==> src/rtl/stopwatch_counter_pkg.sv <==
// ============================================================================
// stopwatch_counter_pkg
// Shared state encoding and display constants for the SS.cc stopwatch.
// Revision: 1.0
// ============================================================================
`default_nettype none

package stopwatch_counter_pkg;

   localparam int BCD_W = 4;

   // Decimal point sits after the seconds-units digit (bin2).
   localparam logic [3:0] DP_PATTERN    = 4'b0100;
   localparam logic [3:0] EN_RESET      = 4'b0111;

   typedef enum logic [1:0] {
      ST_IDLE = 2'd0,
      ST_RUN  = 2'd1,
      ST_STOP = 2'd2,
      ST_LAP  = 2'd3
   } sw_state_t;

   function automatic logic [BCD_W-1:0] bcd_units(input int value);
      return BCD_W'(value % 10);
   endfunction

   function automatic logic [BCD_W-1:0] bcd_tens(input int value);
      return BCD_W'((value / 10) % 10);
   endfunction

endpackage

`default_nettype wire

==> src/rtl/bcd_digit_counter.sv <==
// ============================================================================
// bcd_digit_counter
// One BCD digit that counts 0..WRAP-1 on inc, with sync clear and carry out.
// Revision: 1.0
// ============================================================================
`default_nettype none

module bcd_digit_counter
   import stopwatch_counter_pkg::*;
#(
   parameter int WRAP = 10
)
(
   input  logic             clk_1kHz,
   input  logic             rst_,
   input  logic             clr,
   input  logic             inc,
   output logic [BCD_W-1:0] digit,
   output logic             carry
);

   localparam logic [BCD_W-1:0] c_last = BCD_W'(WRAP - 1);
   localparam logic [BCD_W-1:0] c_one  = BCD_W'(1);

   logic [BCD_W-1:0] r_digit;

   always_ff @(posedge clk_1kHz) begin
      if (!rst_) begin
         r_digit <= '0;
      end else if (clr) begin
         r_digit <= '0;
      end else if (inc) begin
         r_digit <= (r_digit == c_last) ? '0 : r_digit + c_one;
      end
   end

   assign digit = r_digit;
   assign carry = inc & (r_digit == c_last);

endmodule

`default_nettype wire

==> src/rtl/stopwatch_counter.sv <==
// ============================================================================
// stopwatch_counter
// BCD SS.cc stopwatch with start/stop, clear and lap; feeds the 4-digit display.
// Revision: 1.0
// ============================================================================
`default_nettype none

module stopwatch_counter
   import stopwatch_counter_pkg::*;
#(
   parameter int TICKS_PER_CS = 10,
   parameter int SEC_WRAP     = 60
)
(
   input  logic       clk_1kHz,
   input  logic       rst_,
   input  logic       btn_start,
   input  logic       btn_clear,
   input  logic       btn_lap,
   output logic [3:0] bin0,
   output logic [3:0] bin1,
   output logic [3:0] bin2,
   output logic [3:0] bin3,
   output logic [3:0] dpin,
   output logic [3:0] en,
   output logic       running
);

   localparam int               c_pw             = (TICKS_PER_CS > 1) ? $clog2(TICKS_PER_CS) : 1;
   localparam logic [c_pw-1:0]  c_presc_last     = c_pw'(TICKS_PER_CS - 1);
   localparam logic [c_pw-1:0]  c_presc_one      = c_pw'(1);
   localparam int               c_sec_units_wrap = (SEC_WRAP < 10) ? SEC_WRAP : 10;
   localparam int               c_sec_tens_wrap  = ((SEC_WRAP - 1) / 10) + 1;
   localparam logic [BCD_W-1:0] c_sec_last_units = bcd_units(SEC_WRAP - 1);
   localparam logic [BCD_W-1:0] c_sec_last_tens  = bcd_tens(SEC_WRAP - 1);

   logic             r_start_prev, r_clear_prev, r_lap_prev;
   logic             w_start_ev, w_clear_ev, w_lap_ev;
   sw_state_t        r_state;
   logic             r_running;
   logic [c_pw-1:0]  r_presc;
   logic             w_counting, w_tick, w_freeze;
   logic [BCD_W-1:0] w_hu, w_ht, w_su, w_st;
   logic             w_hu_carry, w_ht_carry, w_su_carry, w_st_carry;
   logic             w_sec_roll, w_sec_clr;
   logic [BCD_W-1:0] w_bin3_next;
   logic [3:0]       r_bin0, r_bin1, r_bin2, r_bin3, r_dpin, r_en;

   always_ff @(posedge clk_1kHz) begin
      if (!rst_) begin
         r_start_prev <= 1'b0;
         r_clear_prev <= 1'b0;
         r_lap_prev   <= 1'b0;
      end else begin
         r_start_prev <= btn_start;
         r_clear_prev <= btn_clear;
         r_lap_prev   <= btn_lap;
      end
   end

   assign w_start_ev = btn_start & ~r_start_prev;
   assign w_clear_ev = btn_clear & ~r_clear_prev;
   assign w_lap_ev   = btn_lap   & ~r_lap_prev;

   // Branch order gives clear > start > lap within one cycle.
   always_ff @(posedge clk_1kHz) begin
      if (!rst_) begin
         r_state   <= ST_IDLE;
         r_running <= 1'b0;
      end else if (w_clear_ev) begin
         r_state   <= ST_IDLE;
         r_running <= 1'b0;
      end else begin
         unique case (r_state)
            ST_IDLE: begin
               if (w_start_ev) begin
                  r_state   <= ST_RUN;
                  r_running <= 1'b1;
               end
            end
            ST_RUN: begin
               if (w_start_ev) begin
                  r_state   <= ST_STOP;
                  r_running <= 1'b0;
               end else if (w_lap_ev) begin
                  r_state   <= ST_LAP;
                  r_running <= 1'b1;
               end
            end
            ST_STOP: begin
               if (w_start_ev) begin
                  r_state   <= ST_RUN;
                  r_running <= 1'b1;
               end
            end
            ST_LAP: begin
               if (w_start_ev) begin
                  r_state   <= ST_STOP;
                  r_running <= 1'b0;
               end else if (w_lap_ev) begin
                  r_state   <= ST_RUN;
                  r_running <= 1'b1;
               end
            end
            default: begin
               r_state   <= ST_IDLE;
               r_running <= 1'b0;
            end
         endcase
      end
   end

   assign w_counting = (r_state == ST_RUN) || (r_state == ST_LAP);
   assign w_tick     = w_counting && (r_presc == c_presc_last);
   assign w_freeze   = (r_state == ST_LAP);

   always_ff @(posedge clk_1kHz) begin
      if (!rst_) begin
         r_presc <= '0;
      end else if (w_clear_ev) begin
         r_presc <= '0;
      end else if (w_counting) begin
         r_presc <= w_tick ? '0 : r_presc + c_presc_one;
      end
   end

   bcd_digit_counter #(.WRAP(10)) u_cs_units (
      .clk_1kHz (clk_1kHz),
      .rst_     (rst_),
      .clr      (w_clear_ev),
      .inc      (w_tick),
      .digit    (w_hu),
      .carry    (w_hu_carry)
   );

   bcd_digit_counter #(.WRAP(10)) u_cs_tens (
      .clk_1kHz (clk_1kHz),
      .rst_     (rst_),
      .clr      (w_clear_ev),
      .inc      (w_hu_carry),
      .digit    (w_ht),
      .carry    (w_ht_carry)
   );

   // Both seconds digits clear together when the next second would equal SEC_WRAP.
   assign w_sec_roll = w_st_carry
                     | (w_ht_carry && (w_su == c_sec_last_units) && (w_st == c_sec_last_tens));
   assign w_sec_clr  = w_clear_ev | w_sec_roll;

   bcd_digit_counter #(.WRAP(c_sec_units_wrap)) u_sec_units (
      .clk_1kHz (clk_1kHz),
      .rst_     (rst_),
      .clr      (w_sec_clr),
      .inc      (w_ht_carry),
      .digit    (w_su),
      .carry    (w_su_carry)
   );

   bcd_digit_counter #(.WRAP(c_sec_tens_wrap)) u_sec_tens (
      .clk_1kHz (clk_1kHz),
      .rst_     (rst_),
      .clr      (w_sec_clr),
      .inc      (w_su_carry),
      .digit    (w_st),
      .carry    (w_st_carry)
   );

   assign w_bin3_next = w_freeze ? r_bin3 : w_st;

   always_ff @(posedge clk_1kHz) begin
      if (!rst_) begin
         r_bin0 <= '0;
         r_bin1 <= '0;
         r_bin2 <= '0;
         r_bin3 <= '0;
         r_dpin <= DP_PATTERN;
         r_en   <= EN_RESET;
      end else begin
         if (!w_freeze) begin
            r_bin0 <= w_hu;
            r_bin1 <= w_ht;
            r_bin2 <= w_su;
            r_bin3 <= w_st;
         end
         r_dpin <= DP_PATTERN;
         r_en   <= {(w_bin3_next != '0), 3'b111};
      end
   end

   assign bin0    = r_bin0;
   assign bin1    = r_bin1;
   assign bin2    = r_bin2;
   assign bin3    = r_bin3;
   assign dpin    = r_dpin;
   assign en      = r_en;
   assign running = r_running;

endmodule

`default_nettype wire

==> config.mk <==
export PLATFORM = sky130hd
export DESIGN_NAME = stopwatch_counter
export DESIGN_NICKNAME = d
export VERILOG_FILES = /design/src/rtl/stopwatch_counter_pkg.sv /design/src/rtl/bcd_digit_counter.sv /design/src/rtl/stopwatch_counter.sv
export SDC_FILE = /design/constraint.sdc
export NUM_CORES = 1
export LEC_CHECK = 0
export ABC_CLOCK_PERIOD_IN_PS = 4000
export CAP_MARGIN = 0
export CORE_AREA = 2 2 69 71
export CTS_BUF_LIST = sky130_fd_sc_hd__clkbuf_8
export DETAILED_ROUTE_END_ITERATION = 7
export DIE_AREA = 0 0 71 73
export PLACE_DENSITY = 0.72
export REMOVE_ABC_BUFFERS = 1
export SLEW_MARGIN = 20
export SYNTH_ARGS = -nofsm -noshare
export SYNTH_HDL_FRONTEND = slang
export SYNTH_SLANG_ARGS = --single-unit
==> constraint.sdc <==
create_clock -name clk_1kHz -period 4 [get_ports clk_1kHz]
set_input_delay 0.4 -clock clk_1kHz [delete_from_list [all_inputs] [get_ports clk_1kHz]]
set_output_delay 0.4 -clock clk_1kHz [all_outputs]
set_load 0.01 [all_outputs]
Word-level counts from Yosys, hierarchy flattened --
Index checks and enable logic that the tools add are counted.
Storage, ports and cells: flip-flop bits (word level) 46, word-level logic and storage cells 74
Cells by class: multiplexer cells 16, bitwise operators 13, eq/ne operators 12, add/subtract/negate cells 5, reduce and logical (&&, ||, !) cells 12
Operators with widths (number):
- $mux 4 | 6
- $add 4x1->4 const B | 5
- $eq 4x4->1 const B | 4
- $mux 2 | 5
- $reduce_or 2->1 | 4
- $and 1x1->1 | 7
- $ne 3x3->1 const B | 2
- $pmux 2 s3 | 1
- $eq 2x2->1 const B | 2
- $eq 4x3->1 const B | 1
- $not 1->1 | 4
- $reduce_bool 4->1 | 1
- $logic_and 1x1->1 | 3
- $mux 1 | 3
- $ne 3x1->1 const B | 1
- $reduce_and 3->1 | 1
- $eq 2x1->1 const B | 1
- $logic_not 2->1 | 1
- $ne 2x1->1 const B | 1
- $or 1x1->1 | 2
- $pmux 1 s2 | 1
- $reduce_and 2->1 | 1
- $logic_or 1x1->1 | 1

Logic depth before layout (Yosys ltp) --
depth after elaboration 10, gate-level depth with buffers 7, gate-level depth less buffers 6

By module --
From an unflattened synthesis, not the netlist that was laid out.
Second synthesis, totals: cell total of the unflattened synthesis 215, area total of the unflattened synthesis 1970.6 µm²
Modules (own cells, without submodules):
- stopwatch_counter | sequential area each 540.5 µm², instances 1, cells an instance 132, area each 1224.9 µm²
- bcd_digit_counter at u_cs_tens ... | sequential area each 80.1 µm², instances 3, cells an instance 21, area each 187.7 µm²
- bcd_digit_counter at u_sec_tens | sequential area each 80.1 µm², instances 1, cells an instance 20, area each 182.7 µm²

Worst setup path before layout --
No wires, ideal clock.
path type flip-flop to flip-flop, from reg r_presc[0], to reg u_sec_tens.r_digit[1], in the netlist u_sec_tens.digit[1], stages on the path, launching flop included 7, slack 1853 ps, data arrival time 2077 ps, required time 3930 ps, path buffers 1, clock period less this slack 2147 ps, library setup time 70 ps, cell sequence dfxtp_1 ha_1 nand3b_1 or4b_1 buf_2 or4_1 a21oi_1
Between the ends: word-level cells in the longest chain between the ends 9, elaborated cells on any way between the ends 11
RTL lines:
- from (decl) | line stopwatch_counter.sv:41 | logic [c_pw-1:0] r_presc;
- from (signal assigned) | line stopwatch_counter.sv:123 | r_presc <= w_tick ? '0 : r_presc + c_presc_one;
- $eq 4x4->1 * | line stopwatch_counter.sv:114 | assign w_tick = w_counting && (r_presc == c_presc_last);
- $logic_and 1x1->1 * | line stopwatch_counter.sv:114
- $and 1x1->1 * (2 in series) | line bcd_digit_counter.sv:38 | assign carry = inc & (r_digit == c_last);
- $and 1x1->1 or $logic_and 1x1->1 (tied branches) (2 in series) | line bcd_digit_counter.sv:38, stopwatch_counter.sv:147
- $or 1x1->1 | line stopwatch_counter.sv:147 | | (w_ht_carry && (w_su == c_sec_last_units) && (w_st == c_sec_last_tens));
- $or 1x1->1 | line stopwatch_counter.sv:148 | assign w_sec_clr = w_clear_ev | w_sec_roll;
- $reduce_or 2->1 (no source line)
- to (signal assigned) | line bcd_digit_counter.sv:33 | r_digit <= (r_digit == c_last) ? '0 : r_digit + c_one;
- to (decl) | line bcd_digit_counter.sv:25 | logic [BCD_W-1:0] r_digit;
Every way passes the cells marked *; elsewhere a longest branch is shown, timed or not. A chain may end at the register's enable or synchronous reset.

Worst setup path in the final report --
from reg r_presc[0], to reg u_sec_tens.r_digit[3], in the netlist u_sec_tens.digit[3]
Same word-level chain as after synthesis.

==> impl_metrics.env <==
export IMPL_status="complete, no violations"
export IMPL_yosysSeqAreaShare_pct=44.47
export IMPL_hold_violations=0
export IMPL_syn_area_sq_um=1936
export IMPL_min_period_over_period_pct=59.32
export IMPL_cts_clk_slew_worst_paths_ps=80
export IMPL_worstPathRequired_ps=4220
export IMPL_fmax_mhz=421.4
export IMPL_cp_arrival_ps=2600
export IMPL_cts_sinks=43
export IMPL_pwr_density_cell_nw_per_um2=339.3
export IMPL_dpl_cell_count=296
export IMPL_cp_slowest_cell="or4b_1"
export IMPL_worst_hold_path_type="flip-flop to flip-flop"
export IMPL_yosysTopAreaCell="dfxtp_1"
export IMPL_ant_nets=0
export IMPL_port_buffers=22
export IMPL_regToRegStartpoint="r_presc[0]"
export IMPL_hold_buffers=0
export IMPL_synthArstFlopShare_pct=0
export IMPL_vias_per_cell=5.132
export IMPL_vdd_drop_max_v=0.0001486
export IMPL_areaGrowthSynthToFinish_pct=16.48
export IMPL_seq_power_share_pct=56.8
export IMPL_fin_tns_setup_ps=0
export IMPL_p_leak_nw=0.7315
export IMPL_synth_ff_type="dfxtp_1"
export IMPL_grt_pass1_wl_mm=6.092
export IMPL_setup_viol=0
export IMPL_hpwlAfterDp_mm=2.410
export IMPL_coreArea_sq_um=4536
export IMPL_relSlewSlack_pct=38.17
export IMPL_start_util_pct=42.68
export IMPL_cp_end_kind="flip-flop"
export IMPL_skew_ps=9.502
export IMPL_globalplace_congestion=0.8372
export IMPL_post_route_min_period_ps=2373
export IMPL_drtIter0Drc=123
export IMPL_reg2reg_slack_ps=1630
export IMPL_worstPathMaxFanout=9
export IMPL_cts_made_buffers=5
export IMPL_synth_edf_count=0
export IMPL_io_pins=30
export IMPL_h_tree_depth=2
export IMPL_cts_root_buf="clkbuf_8"
export IMPL_whs_endpoint="bin1[0]"
export IMPL_synth_most_common_cell="nand2_1"
export IMPL_switching_share_pct=21.55
export IMPL_ys_ff_latch=43
export IMPL_cts_resized=0
export IMPL_avgSynthCellArea_sq_um=8.307
export IMPL_power_frac_clock_pct=39.5
export IMPL_rsz0062_at_grt="false"
export IMPL_critical_path_class="flip-flop to flip-flop"
export IMPL_synthTopCellsByArea="dfxtp_1 (44%), nand2_1 (8.7%), a21boi_0 (7.0%)"
export IMPL_diodes=0
export IMPL_cts_buffer_depth=2
export IMPL_ys_warn_count=0
export IMPL_die_area_sq_um=5183
export IMPL_die_h_microns=73
export IMPL_drc=0
export IMPL_critPathLaunchType="flip-flop"
export IMPL_grt_overflow=0
export IMPL_final_cells=304
export IMPL_synth_cell_type_count=40
export IMPL_vias=1560
export IMPL_critical_path_cell_chain="ha_1, nand3b_1, or4b_1, or4_1, a21oi_1"
export IMPL_clkLatencyLatePin_ps=300
export IMPL_worst_slew_pin_slew_ps=927.3
export IMPL_drive_gt1_share_pct=4.400
export IMPL_whs_path_depth=2
export IMPL_postRouteWirelength_mm=3.483
export IMPL_fin_nets=256
export IMPL_synth_common_cells="nand2_1 (45), dfxtp_1 (43), a21boi_0 (18)"
export IMPL_std_cell_rows=25
export IMPL_critPathMaxStageDelay_ps=710
export IMPL_worstHoldStart="bin1[0]"
export IMPL_r2r_end="u_sec_tens.digit[3]"
export IMPL_grt_max_degree=24
export IMPL_cts_tree="yes"
export IMPL_grt_usage_pct=14.84
export IMPL_slew_violations=0
export IMPL_maxCapViolations=0
export IMPL_pwr_share_comb_pct=3.6
export IMPL_synth_top_area_share_pct=44.47
export IMPL_grt_antenna_before_repair=0
export IMPL_p_switching_mw=0.1649
export IMPL_holdWs_ps=464.9
export IMPL_wire_per_inst_microns=11.46
export IMPL_grt_pass1_vias=1398
export IMPL_rr_worst_depth=5
export IMPL_p_int_mw=0.6002
export IMPL_p_total_mw=0.7651
export IMPL_cts_setup_buffers=0
export IMPL_firstDrtPassIters=4
export IMPL_syn_inst=233
export IMPL_die_x_microns=71
==> per-stage QoR <==
stage	cell area, sq um	util, %	setup WS [ps]
CTS	2255	49.71	1622
global placement	2151	47.42	1742
global route	2255	49.71	1480
detailed placement	2151	47.42	1643
finish	2255	49.71	1627
floorplan	1859	-	1866
==> critical path: cells and delay by family (launching register included) <==
| kind | cells | cell delay [ps] |
|---|---|---|
| AND/OR/NAND/NOR | 3 | 1510 |
| adder cells (fa/ha/maj) | 1 | 240 |
| AO/OA/AOI/OAI | 1 | 150 |
| flip-flops | 1 | 400 |
==> power groups by stage <==
stage	registers, mW	clock network (mW)	logic (mW)
floorplan	0.444	0	0.0165
global placement	0.445	0	0.0280
detailed placement	0.445	0	0.0282
CTS	0.435	0.316	0.0283
global route	0.436	0.332	0.0320
finish	0.435	0.302	0.0278
==> worst max-delay path by stage <==
stage,slack (ps),to,startpoint,cells past startpoint
after floorplan,1870,u_sec_tens.digit[1],r_presc[0],5
after global placement,1740,u_sec_tens.digit[2],r_presc[0],5
after detailed placement,1640,u_sec_tens.digit[3],r_presc[0],5
after CTS,1620,u_sec_tens.digit[3],r_presc[0],5
after global routing,1480,u_sec_tens.digit[3],r_presc[0],5
final,1630,u_sec_tens.digit[3],r_presc[0],5
==> layout by cell type (no fill, tap or decap), types with 2 or more instances in the layout <==
| cell | count |
|---|---|
| nand3_1 | 3 |
| or4_1 | 3 |
| clkdlybuf4s50_1 | 22 |
| xor2_1 | 2 |
| nor3b_1 | 3 |
| or4b_1 | 2 |
| nand2b_1 | 3 |
| a21oi_1 | 14 |
| nand4_1 | 3 |
| ha_1 | 2 |
| nand2_1 | 45 |
| nor2b_1 | 5 |
| mux2i_1 | 4 |
| and2_1 | 3 |
| conb_1 | 7 |
| and4b_1 | 2 |
| a21boi_0 | 18 |
| dfxtp_1 | 43 |
| or3_1 | 3 |
| o31ai_1 | 3 |
| clkbuf_8 | 7 |
| inv_1 | 7 |
| nor2_1 | 15 |
| nor3_1 | 3 |
| o41ai_1 | 2 |
| nand3b_1 | 2 |
| o21ai_0 | 9 |
| xnor2_1 | 3 |
==> metal layers <==
metal / GRT usage [%] / up-vias / share of wire (%)
met5: 0 / - / 0
met4: 5.660 / 0 / 1.5
met3: 4.558 / 5 / 4.3
met2: 25.34 / 33 / 47
met1: 17.55 / 713 / 48
li1: - / 809 / -
==> cell families after synthesis <==
kind of cell             count (synthesis)  synth area share, %
buffers and inverters                   25                6.270
multiplexers                             5                2.650
flip-flops                              43                44.47
adder cells (fa/ha/maj)                  2                1.293
AND/OR/NAND/NOR                        101                26.24
AO/OA/AOI/OAI                           50                16.42
other                                    2               0.3880
XOR/XNOR                                 5                2.263
==> layout make-up <==
cell class / instances / area [sq um]
clock buffers: 7 / 96.34
clock inverters: 1 / 7.507
fillers: 446 / 2281
inverters: 7 / 26.28
multi-input cells: 170 / 975.9
flip-flops and latches: 43 / 860.8
well taps: 54 / 67.56
repair buffers: 22 / 220.2
No activity file was read; power rests on OpenSTA's default activity.
